## src/rtl/vx_gpr_bank_arbiter_pkg.sv

```systemverilog
// Shared definitions for the GPR bank arbiter slice.
// Holds machine-wide widths, the request record, the perf counter alias
// and small sizing helpers used to derive localparams.
package vx_gpr_bank_arbiter_pkg;

    localparam int NUM_THREADS   = 4;
    localparam int PERF_CTR_BITS = 44;
    localparam int GPR_ADDR_W    = 8;

    typedef logic [PERF_CTR_BITS-1:0] perf_ctr_t;

    typedef struct packed {
        logic [GPR_ADDR_W-1:0] addr;
    } gpr_req_t;

    // Bank select bits for a power-of-two bank count.
    function automatic int bank_bits(input int num_banks);
        return (num_banks > 1) ? $clog2(num_banks) : 1;
    endfunction

    // Requester index width, never narrower than one bit.
    function automatic int req_bits(input int num_reqs);
        return (num_reqs > 1) ? $clog2(num_reqs) : 1;
    endfunction

endpackage

```

## src/rtl/vx_gpr_bank_arbiter_if.sv

```systemverilog
// Read request / response bus between the operand collectors and the
// GPR bank arbiter.
//   req_valid/req_addr : collector -> arbiter read request
//   req_ready          : arbiter -> collector, request granted this cycle
//   rsp_valid/rsp_data : arbiter -> collector, read data one cycle later
// master = collector side, slave = arbiter side.
interface vx_gpr_bank_arbiter_if
    import vx_gpr_bank_arbiter_pkg::*;
#(
    parameter int NUM_REQS = 4,
    parameter int ADDR_W   = 8,
    parameter int DATAW    = 32 * NUM_THREADS
);
    logic [NUM_REQS-1:0]             req_valid;
    logic [NUM_REQS-1:0][ADDR_W-1:0] req_addr;
    logic [NUM_REQS-1:0]             req_ready;
    logic [NUM_REQS-1:0]             rsp_valid;
    logic [NUM_REQS-1:0][DATAW-1:0]  rsp_data;

    modport master (
        output req_valid,
        output req_addr,
        input  req_ready,
        input  rsp_valid,
        input  rsp_data
    );

    modport slave (
        input  req_valid,
        input  req_addr,
        output req_ready,
        output rsp_valid,
        output rsp_data
    );
endinterface

```

## src/rtl/vx_gpr_bank_arbiter_rr_bank_select.sv

```systemverilog
// Round-robin winner selection for one GPR bank.
//   clk, reset : clock, asynchronous active-high reset
//   req_mask   : requesters targeting this bank
//   block      : bank is taken by a writeback this cycle
//   gnt_valid  : a read is granted on this bank
//   gnt_idx    : index of the granted requester
module vx_gpr_bank_arbiter_rr_bank_select #(
    parameter int NUM_REQS = 4,
    parameter int REQ_BITS = 2
) (
    input  logic                clk,
    input  logic                reset,
    input  logic [NUM_REQS-1:0] req_mask,
    input  logic                block,
    output logic                gnt_valid,
    output logic [REQ_BITS-1:0] gnt_idx
);

    logic [REQ_BITS-1:0] rr_ptr_r;
    logic                found_hi_s;
    logic                found_any_s;
    logic [REQ_BITS-1:0] win_hi_s;
    logic [REQ_BITS-1:0] win_any_s;

    // Lowest candidate at or above the pointer, and lowest candidate overall
    // (the wrap-around fallback). Scanning downward leaves the lowest index.
    always_comb begin
        found_hi_s  = 1'b0;
        found_any_s = 1'b0;
        win_hi_s    = '0;
        win_any_s   = '0;
        for (int i = NUM_REQS - 1; i >= 0; i--) begin
            if (req_mask[i]) begin
                found_any_s = 1'b1;
                win_any_s   = REQ_BITS'(i);
                if (REQ_BITS'(i) >= rr_ptr_r) begin
                    found_hi_s = 1'b1;
                    win_hi_s   = REQ_BITS'(i);
                end else begin
                    found_hi_s = found_hi_s;
                end
            end else begin
                found_any_s = found_any_s;
            end
        end
    end

    assign gnt_idx   = found_hi_s ? win_hi_s : win_any_s;
    assign gnt_valid = found_any_s && !block && !reset;

    // Pointer moves just past the winner on a grant, holds otherwise.
    always_ff @(posedge clk or posedge reset) begin
        if (reset) begin
            rr_ptr_r <= '0;
        end else if (gnt_valid) begin
            rr_ptr_r <= (gnt_idx == REQ_BITS'(NUM_REQS - 1)) ? '0 : gnt_idx + REQ_BITS'(1);
        end else begin
            rr_ptr_r <= rr_ptr_r;
        end
    end

endmodule

```

## src/rtl/vx_gpr_bank_arbiter.sv

```systemverilog
// GPR bank arbiter: maps NUM_REQS collector read requests onto NUM_BANKS
// single-ported synchronous-read banks. Writeback owns its bank for the
// cycle; reads are granted round-robin per bank and answered one cycle later.
//   clk, reset          : clock, asynchronous active-high reset
//   rd_if (slave)       : collector request/response bus
//   wb_valid/addr/data  : writeback request, never stalled
//   bank_rd_*           : bank read port (data returns the cycle after en)
//   bank_wr_*           : bank write port (wb_data broadcast)
//   perf_bank_conflicts : running count of denied request-cycles
module vx_gpr_bank_arbiter
    import vx_gpr_bank_arbiter_pkg::*;
#(
    parameter int NUM_REQS  = 4,
    parameter int NUM_BANKS = 4,
    parameter int ADDR_W    = 8,
    parameter int DATAW     = 32 * NUM_THREADS,
    parameter int PERF_W    = PERF_CTR_BITS
) (
    input  logic                                 clk,
    input  logic                                 reset,
    vx_gpr_bank_arbiter_if.slave                 rd_if,
    input  logic                                 wb_valid,
    input  logic [ADDR_W-1:0]                    wb_addr,
    input  logic [DATAW-1:0]                     wb_data,
    output logic [NUM_BANKS-1:0]                 bank_rd_en,
    output logic [NUM_BANKS-1:0][ADDR_W-bank_bits(NUM_BANKS)-1:0] bank_rd_addr,
    input  logic [NUM_BANKS-1:0][DATAW-1:0]      bank_rd_data,
    output logic [NUM_BANKS-1:0]                 bank_wr_en,
    output logic [NUM_BANKS-1:0][ADDR_W-bank_bits(NUM_BANKS)-1:0] bank_wr_addr,
    output logic [NUM_BANKS-1:0][DATAW-1:0]      bank_wr_data,
    output logic [PERF_W-1:0]                    perf_bank_conflicts
);

    localparam int BANK_BITS = bank_bits(NUM_BANKS);
    localparam int ROW_W     = ADDR_W - BANK_BITS;
    localparam int REQ_BITS  = req_bits(NUM_REQS);

    logic [NUM_REQS-1:0][BANK_BITS-1:0]  bank_s;
    logic [NUM_REQS-1:0][ROW_W-1:0]      row_s;
    logic [BANK_BITS-1:0]                wb_bank_s;
    logic [ROW_W-1:0]                    wb_row_s;
    logic [NUM_BANKS-1:0]                gnt_valid_s;
    logic [NUM_BANKS-1:0][REQ_BITS-1:0]  gnt_idx_s;
    logic [NUM_REQS-1:0]                 ready_s;
    logic [NUM_REQS-1:0][DATAW-1:0]      rsp_data_s;
    logic [PERF_W-1:0]                   denied_s;
    logic [NUM_REQS-1:0]                 gnt_q_r;
    logic [NUM_REQS-1:0][BANK_BITS-1:0]  bank_q_r;
    logic [PERF_W-1:0]                   perf_r;

    // Split every request address into bank (low bits) and row (high bits).
    always_comb begin
        for (int i = 0; i < NUM_REQS; i++) begin
            bank_s[i] = rd_if.req_addr[i][BANK_BITS-1:0];
            row_s[i]  = rd_if.req_addr[i][ADDR_W-1:BANK_BITS];
        end
    end

    assign wb_bank_s = wb_addr[BANK_BITS-1:0];
    assign wb_row_s  = wb_addr[ADDR_W-1:BANK_BITS];

    for (genvar b = 0; b < NUM_BANKS; b++) begin : g_bank
        logic [NUM_REQS-1:0] mask_s;

        // Candidates for this bank: valid requests whose bank field matches.
        always_comb begin
            for (int i = 0; i < NUM_REQS; i++) begin
                mask_s[i] = rd_if.req_valid[i] && (bank_s[i] == BANK_BITS'(b));
            end
        end

        assign bank_wr_en[b]   = wb_valid && (wb_bank_s == BANK_BITS'(b)) && !reset;
        assign bank_wr_addr[b] = reset ? '0 : wb_row_s;
        assign bank_wr_data[b] = reset ? '0 : wb_data;

        vx_gpr_bank_arbiter_rr_bank_select #(
            .NUM_REQS (NUM_REQS),
            .REQ_BITS (REQ_BITS)
        ) u_sel (
            .clk       (clk),
            .reset     (reset),
            .req_mask  (mask_s),
            .block     (bank_wr_en[b]),
            .gnt_valid (gnt_valid_s[b]),
            .gnt_idx   (gnt_idx_s[b])
        );

        assign bank_rd_en[b]   = gnt_valid_s[b];
        assign bank_rd_addr[b] = gnt_valid_s[b] ? row_s[gnt_idx_s[b]] : '0;
    end

    // A requester is ready when its own bank granted exactly its index.
    always_comb begin
        for (int i = 0; i < NUM_REQS; i++) begin
            ready_s[i] = gnt_valid_s[bank_s[i]] && (gnt_idx_s[bank_s[i]] == REQ_BITS'(i));
        end
    end

    assign rd_if.req_ready = ready_s;

    // Count requests left waiting this cycle (bank conflict or write-blocked).
    always_comb begin
        denied_s = '0;
        for (int i = 0; i < NUM_REQS; i++) begin
            denied_s = denied_s + PERF_W'(rd_if.req_valid[i] & ~ready_s[i]);
        end
    end

    // Remember who was granted and from which bank, so the data returning
    // next cycle is steered back to that requester.
    always_ff @(posedge clk or posedge reset) begin
        if (reset) begin
            gnt_q_r  <= '0;
            bank_q_r <= '0;
            perf_r   <= '0;
        end else begin
            gnt_q_r  <= rd_if.req_valid & ready_s;
            bank_q_r <= bank_s;
            perf_r   <= perf_r + denied_s;
        end
    end

    // Response data mux: bank RAM output selected by the registered bank.
    always_comb begin
        for (int i = 0; i < NUM_REQS; i++) begin
            rsp_data_s[i] = bank_rd_data[bank_q_r[i]];
        end
    end

    assign rd_if.rsp_valid   = gnt_q_r;
    assign rd_if.rsp_data    = rsp_data_s;
    assign perf_bank_conflicts = perf_r;

endmodule

```

## src/flat_wrapper.sv

```systemverilog
// flat-port wrapper written by rule: the top's interface ports become plain ports
module vx_gpr_bank_arbiter_flat import vx_gpr_bank_arbiter_pkg::*;
#(
    parameter int NUM_REQS  = 4,
    parameter int NUM_BANKS = 4,
    parameter int ADDR_W    = 8,
    parameter int DATAW     = 32 * NUM_THREADS,
    parameter int PERF_W    = PERF_CTR_BITS
)
  (clk, reset, wb_valid, wb_addr, wb_data, bank_rd_en, bank_rd_addr, bank_rd_data, bank_wr_en, bank_wr_addr, bank_wr_data, perf_bank_conflicts, rd_if_req_valid, rd_if_req_addr, rd_if_req_ready, rd_if_rsp_valid, rd_if_rsp_data);
  vx_gpr_bank_arbiter_if #(.NUM_REQS(NUM_REQS), .ADDR_W(ADDR_W), .DATAW(DATAW)) rd_if_i ();
  input  logic clk;
  input  logic reset;
  input  logic wb_valid;
  input  logic [ADDR_W-1:0] wb_addr;
  input  logic [DATAW-1:0] wb_data;
  output logic [NUM_BANKS-1:0] bank_rd_en;
  output logic [NUM_BANKS-1:0][ADDR_W-bank_bits(NUM_BANKS)-1:0] bank_rd_addr;
  input  logic [NUM_BANKS-1:0][DATAW-1:0] bank_rd_data;
  output logic [NUM_BANKS-1:0] bank_wr_en;
  output logic [NUM_BANKS-1:0][ADDR_W-bank_bits(NUM_BANKS)-1:0] bank_wr_addr;
  output logic [NUM_BANKS-1:0][DATAW-1:0] bank_wr_data;
  output logic [PERF_W-1:0] perf_bank_conflicts;
  input wire logic [$bits(rd_if_i.req_valid)-1:0] rd_if_req_valid;
  input wire logic [$bits(rd_if_i.req_addr)-1:0] rd_if_req_addr;
  output wire logic [$bits(rd_if_i.req_ready)-1:0] rd_if_req_ready;
  output wire logic [$bits(rd_if_i.rsp_valid)-1:0] rd_if_rsp_valid;
  output wire logic [$bits(rd_if_i.rsp_data)-1:0] rd_if_rsp_data;
  assign rd_if_i.req_valid = rd_if_req_valid;
  assign rd_if_i.req_addr = rd_if_req_addr;
  assign rd_if_req_ready = rd_if_i.req_ready;
  assign rd_if_rsp_valid = rd_if_i.rsp_valid;
  assign rd_if_rsp_data = rd_if_i.rsp_data;
  vx_gpr_bank_arbiter #(.NUM_REQS(NUM_REQS), .NUM_BANKS(NUM_BANKS), .ADDR_W(ADDR_W), .DATAW(DATAW), .PERF_W(PERF_W)) u_core (.clk(clk), .reset(reset), .rd_if(rd_if_i), .wb_valid(wb_valid), .wb_addr(wb_addr), .wb_data(wb_data), .bank_rd_en(bank_rd_en), .bank_rd_addr(bank_rd_addr), .bank_rd_data(bank_rd_data), .bank_wr_en(bank_wr_en), .bank_wr_addr(bank_wr_addr), .bank_wr_data(bank_wr_data), .perf_bank_conflicts(perf_bank_conflicts));
endmodule
```

## config.mk

```make
export PLATFORM = sky130hd
export DESIGN_NAME = vx_gpr_bank_arbiter_flat
export DESIGN_NICKNAME = d
export VERILOG_FILES = /design/src/rtl/vx_gpr_bank_arbiter_pkg.sv /design/src/rtl/vx_gpr_bank_arbiter_if.sv /design/src/rtl/vx_gpr_bank_arbiter_rr_bank_select.sv /design/src/rtl/vx_gpr_bank_arbiter.sv /design/src/flat_wrapper.sv
export SDC_FILE = /design/constraint.sdc
export NUM_CORES = 1
export LEC_CHECK = 0
export BUFFER_PORTS_ARGS = -buffer_cell sky130_fd_sc_hd__buf_4
export CORE_AREA = 8 8 696 698
export DETAILED_ROUTE_END_ITERATION = 8
export DIE_AREA = 0 0 704 706
export PLACE_DENSITY_LB_ADDON = 0.1
export SLEW_MARGIN = 30
export SYNTH_ARGS = -nofsm -noshare
export SYNTH_HDL_FRONTEND = slang
export SYNTH_SLANG_ARGS = --single-unit
export TNS_END_PERCENT = 5
```

## constraint.sdc

```tcl
create_clock -name clk -period 12.61 [get_ports clk]
set_clock_uncertainty 0.1 [all_clocks]
set_input_delay 1.8915 -clock clk [delete_from_list [all_inputs] [get_ports clk]]
set_output_delay 1.8915 -clock clk [all_outputs]
set_load 0.02 [all_outputs]
```

Yosys cells after proc, flatten, opt, wreduce, memory -nomap -nowiden
Cells that the tools add are included.

Output and inout bits: 1132. Word-level logic and storage cells: 266. Register bits: 64. Input port bits: 687.

Muxes and demuxes: 142. Add/sub/neg operators: 8. Equal/unequal tests: 22. Bitwise gates (word level): 9. $lt $le $gt $ge: 28. Reductions and logical operators: 47.

Operators by type and width (count): $bmux W128 S2 (4); $mux W128 (5); $add A44 B44 Y44 (4); $and A1 B44 Y44 (4); $not A1 Y44 (4); $mux W2 (60); $mux W6 (9); $mux W1 (52); $bmux W6 S2 (4); $logic_and A1 B1 Y1 (36); $lt A2 B3 Y1 const B (12); $eq A2 B2 Y1 const B (16); $bmux W2 S2 (4); $ge A1 B2 Y1 const A (8); $ge A2 B2 Y1 const A (8); $eq A2 B1 Y1 const B (6); $logic_not A2 Y1 (6); $add A2 B1 Y2 const B (4); $bmux W1 S2 (4); $logic_not A1 Y1 (5); $and A4 B4 Y4 (1).

Logic depth before layout (Yosys ltp)
Word-level depth: 20. Mapped depth: 19. Gate-level depth less buffers: 17.

Hierarchy
A second synthesis with hierarchy kept.

Cell total of the unflattened synthesis: 1610. Area, all modules: 20256.9 um^2.

By module, submodules not included: vx_gpr_bank_arbiter (cells each 1510, sequential area each 1401.3 um^2, times used 1, area an instance 19546.2 um^2); vx_gpr_bank_arbiter_rr_bank_select (cells each 25, sequential area each 50.0 um^2, times used 4, area an instance 177.7 um^2).

Worst setup path after synthesis
OpenSTA, ideal clock, no wires.

Kind: input to output. Start point: input reset. End point: output bank_wr_en[0]. Data arrival time: 4279 ps. Buffers on the path: 3. Path slack: 6340 ps. Data required time: 10618 ps. Stages: 6. Cell sequence: clkbuf_1 clkbuf_1 inv_1 nand2_1 nor3_1 buf_4.

Cells in the longest elaborated chain, start to end: 2.

RTL lines: from (decl) (RTL line flat_wrapper.sv:13) `input logic reset;`; $logic_not A1 Y1 (RTL line vx_gpr_bank_arbiter.sv:72) `assign bank_wr_en[b] = wb_valid && (wb_bank_s == BANK_BITS'(b)) && !reset;`; $logic_and A1 B1 Y1 (RTL line vx_gpr_bank_arbiter.sv:72); to (decl) (RTL line flat_wrapper.sv:20) `output logic [NUM_BANKS-1:0] bank_wr_en;`.

No other way between the ends.

Worst setup path in the final report
Start point: input rd_if_req_valid[0]. End point: register u_core.perf_r[40] (netlist: u_core.perf_bank_conflicts[40]).

Cells in the longest elaborated chain, start to end: 13. Elaborated cells on any way between the ends: 68. Those cells by class: add/sub (4); eq/ne (3); mux (36); bitwise (8); reduce/logical (17).

RTL lines: from (decl) (RTL line flat_wrapper.sv:24) `input wire logic [$bits(rd_if_i.req_valid)-1:0] rd_if_req_valid;`; $logic_and A1 B1 Y1 (RTL line vx_gpr_bank_arbiter.sv:68) `mask_s[i] = rd_if.req_valid[i] && (bank_s[i] == BANK_BITS'(b));`; $mux W2 or $mux W1 (tied branches) (RTL line vx_gpr_bank_arbiter_rr_bank_select.sv:33) `if (req_mask[i]) begin`; $mux W2 or $logic_and A1 B1 Y1 (tied branches) (RTL line vx_gpr_bank_arbiter_rr_bank_select.sv:48, vx_gpr_bank_arbiter_rr_bank_select.sv:49); $bmux W2 S2 or $logic_and A1 B1 Y1 (tied branches) (RTL line vx_gpr_bank_arbiter.sv:95, vx_gpr_bank_arbiter_rr_bank_select.sv:49); $mux W2 (not written as such) or $bmux W1 S2 (tied branches) (RTL line vx_gpr_bank_arbiter.sv:95) `ready_s[i] = gnt_valid_s[bank_s[i]] && (gnt_idx_s[bank_s[i]] == REQ_BITS'(i));`; $eq A2 B1 Y1 (tied with other cells) (RTL line vx_gpr_bank_arbiter.sv:95); $logic_and A1 B1 Y1 (RTL line vx_gpr_bank_arbiter.sv:95); $not A1 Y44 (RTL line vx_gpr_bank_arbiter.sv:105) `denied_s = denied_s + PERF_W'(rd_if.req_valid[i] & ~ready_s[i]);`; $and A1 B44 Y44 (RTL line vx_gpr_bank_arbiter.sv:105); $add A44 B44 Y44 (2 in series) (RTL line vx_gpr_bank_arbiter.sv:105); $add A44 B44 Y44 (*) (RTL line vx_gpr_bank_arbiter.sv:105); $add A44 B44 Y44 (*) (RTL line vx_gpr_bank_arbiter.sv:119) `perf_r <= perf_r + denied_s;`; to (signal assigned) (RTL line vx_gpr_bank_arbiter.sv:119); to (decl) (RTL line vx_gpr_bank_arbiter.sv:49) `logic [PERF_W-1:0] perf_r;`.

Every way passes the cells marked *; elsewhere a longest branch is shown, timed or not. The select of a mux whose other input is x is not followed. A chain may end at the register's enable or synchronous reset.

==> results by group <==
Global routing
  – Total Routing Usage GR: 12.65%
  – Largest net degree at the start of global routing: 80
  – Initial antenna violation count: 149
  – Overflow after GRT: 0
  – First-pass GRT wire length: 394.2 mm
  – Vias in the first global route: 24,672

Worst setup path
  – RR Startpoint: u_core.g_bank[1].u_sel.rr_ptr_r[1]$_DFFE_PP0P_
  – Setup Crit Path Kind: input port to flip-flop
  – Critical path capture point type: flip-flop
  – Worst path required time: 12,800 ps
  – CP Max Fanout: 12
  – Critical Path Source: rd_if_req_valid[0]
  – Worst path max stage delay: 550 ps
  – Crit path arrival time: 6770 ps
  – Worst path cell trace: buf_4, or3b_2, o211ai_1, a22o_1, or4b_4, nand4_2, or2_1, fa_1, inv_1, fa_1, fa_1, nand3_1, nor3_1, and3_1, nand4_1, nor2_1, xor2_1
  – CP Launch Type: input port
  – Slowest CP cell: nor3_1
  – Worst path most repeated cell: fa_1

Cells and area
  – Cell area after layout: 39,250 sq um
  – Final nets: 3,677
  – P&R area growth vs syn: 94.22%
  – Layout cells sized above 1: 83.62%
  – Non-filler cells, final: 9,270
  – Fillers: 55,082

Clock network
  – Root buffer cell: clkbuf_16
  – CTS tree: done
  – Clock sinks: 64
  – Max Root-Sink Buffers: 2
  – Cts hold-fix bufs: 0
  – Post-cts sizing count: 0
  – Later-pin clock latency in the skew report: 360 ps
  – H-tree depth: 3
  – Clock transition at path regs: 70 ps
  – Setup Buffers After CTS: 0
  – CTS buffer count: 9

Drt
  – Avg WL per Cell: 35.86 microns
  – DRT Pass-1 Iters: 5
  – Post-DRT Antenna Nets: 0
  – Via count: 23,733
  – Post-Route WL: 332.4 mm
  – DRC: 0
  – Initial DRC count: 1,918
  – DR vias/cell: 2.560

Floorplanning
  – Starting density of the core: 4.270%
  – Die ar.: 497,000 sq um
  – Core outline area: 473,200 sq um
  – Row count: 253
  – Die Height: 706 microns
  – Ports: 1,819
  – Die X: 704 microns

Power
  – Clock power share: 10.0%
  – Pleak: 14.93 nW
  – Max VDD drop: 0.06333 mV
  – Int Power: 1.204 mW
  – Sequential power share: 10.4%
  – Power per standard cell area: 69.65 nW/um^2
  – Power Total: 2.733 mW
  – NetSw: 1.530 mW
  – Comb power frac: 79.6%
  – Sw Share: 55.96%

STA
  – Worst-Margin Slew: 1198 ps
  – Relative slew margins: 19.96%
  – Final Max Tran Viols: 0
  – Fin. Hold Viols: 0
  – Total Neg Setup Slack: 0 ps
  – Min cycle time layout: 6587 ps
  – Max Fclk: 0.1518 GHz
  – Setup-failing EPs final: 0
  – Final Cycle Share: 52.23%
  – RSZ-0062 raised after global routing: false

Yosys
  – Synth Warn #: 0
  – Post-synthesis sequential area ratio: 7.926%
  – Synth top cells by count: 518 x mux4_2, 414 x buf_4, 141 x nor2b_1
  – Cell with the most instances after synthesis: mux4_2
  – Area leader, netlist: mux4_2
  – Yosys top cell area share: 57.73%
  – Mapped cell area: 20,210 sq um
  – Ys async rst share: 100.0%
  – Cell count after synthesis: 1,623
  – Unique masters post-synth: 74
  – Net Count, Synth: 2,314
  – Top cells by area, synth: mux4_2 58%, buf_4 15%, dfrtp_1 7.9%
  – EDFF count, synth: 0
  – Flip-flop and latch count after synthesis: 64
  – Mean post-synth cell area: 12.45 sq um
  – Main flop type after synthesis: dfrtp_1

Worst hold path
  – Hold Path Class: flip-flop to flip-flop
  – Hold Crit Start: u_core.perf_bank_conflicts[43]$_DFF_PP0_

Status
  – Status: finished, final reports clean

Placement
  – Routability congestion estimate: 0.9201
  – Port Buf Inserts: 1,818
  – Post-detail-place hpwl: 302.3 mm
  – Placed Cells: 9,222
  – Placed inst area: 38,840 sq um

Run
  – Maxcap violations: 0
## routing by layer
layer  wire length (microns)  GRT usage, %  vias to the layer above
met4                    7037         1.758                       50
met1                  127100         14.51                    12964
met2                  176900         24.08                     1491
met3                   21040         3.011                      255
met5                     332             0                        -
li1                        -             -                     8973
## worst max-delay path, delay by kind of cell
family | cells | cell delay [ps]
xor gates and xnor gates | 1 | 150
AOI/OAI and AO/OA | 2 | 560
buffers and inverters | 2 | 310
and+or+nand+nor | 9 | 2980
adders and majority gates | 3 | 850
## registers in the layout, indices dropped and copies added (netlist names)
register                      count
u_core.bank_q_r                   8
u_core.g_bank.u_sel.rr_ptr_r      8
u_core.perf_bank_conflicts       44
u_core.rd_if.rsp_valid            4
## power groups by stage
stage / sequential [mW] / combinational (mW) / clock [mW]
2_1_floorplan: 0.271 / 0.951 / 0
3_3_place_gp: 0.292 / 2.27 / 0
3_5_place_dp: 0.291 / 2.25 / 0
4_1_cts: 0.287 / 2.26 / 0.288
5_1_grt: 0.291 / 2.27 / 0.298
6_report: 0.284 / 2.18 / 0.272
## worst paths after layout
kind                            cells after the start  slack [ps]                                  endpoint
worst max-delay path                               17        6020  u_core.perf_bank_conflicts[40]$_DFF_PP0_
worst min-delay path                                1         400  u_core.perf_bank_conflicts[43]$_DFF_PP0_
worst max register to register                     16        7430  u_core.perf_bank_conflicts[40]$_DFF_PP0_
worst min register to register                      1         400  u_core.perf_bank_conflicts[43]$_DFF_PP0_
max in group asynchronous                           3        9720              u_core.bank_q_r[6]$_DFF_PP0_
min in group asynchronous                           2        1490       u_core.rd_if.rsp_valid[2]$_DFF_PP0_
## layout make-up
type	instances	area, sq um	share of cell area, %
Timing Repair Buffer	1904	14360	36.60
Antenna cell	32	80.08	0.2040
Tap cell	6247	7816	19.92
Clock buffer	9	225.2	0.5739
Multi-Input combinational cell	987	14970	38.16
Inverter	20	75.07	0.1913
Clock inverter	7	78.83	0.2009
Sequential cell	64	1632	4.157
## through the flow
stage	hold WS, ps	util, %	setup WS, ps
6_report	403.7	8.293	6023
5_1_grt	436.5	8.277	5671
4_1_cts	405.2	8.272	5899
3_5_place_dp	394.1	8.208	5526
3_3_place_gp	376.9	8.196	5227
2_1_floorplan	425.7	-	6340
## kinds of logic (layout without fill, tap and decap cells)
kind of cell	after synthesis	in the layout	synth area share, %
AO/OA/AOI/OAI	93	93	3.275
XOR/XNOR	43	43	1.864
adder cells (fa/ha/maj)	4	4	0.3591
buffers and inverters	572	1940	18.44
flip-flops	64	64	7.926
multiplexers	544	544	59.03
other	0	32	0
AND/OR/NAND/NOR	303	303	9.102
## layout by cell type (no fill, tap or decap), types with 24 or more instances in the layout
| cell type | synthesis | layout |
|---|---|---|
| dfrtp_1 | 64 | 56 |
| nor2_1 | 27 | 27 |
| mux2i_1 | 24 | 24 |
| xnor2_1 | 30 | 30 |
| buf_4 | 414 | 1897 |
| nand2_1 | 36 | 36 |
| nor2b_1 | 141 | 112 |
| nor2b_2 | 0 | 28 |
| diode_2 | 0 | 32 |
| mux4_2 | 518 | 518 |
(Power assumes the default switching activity.)
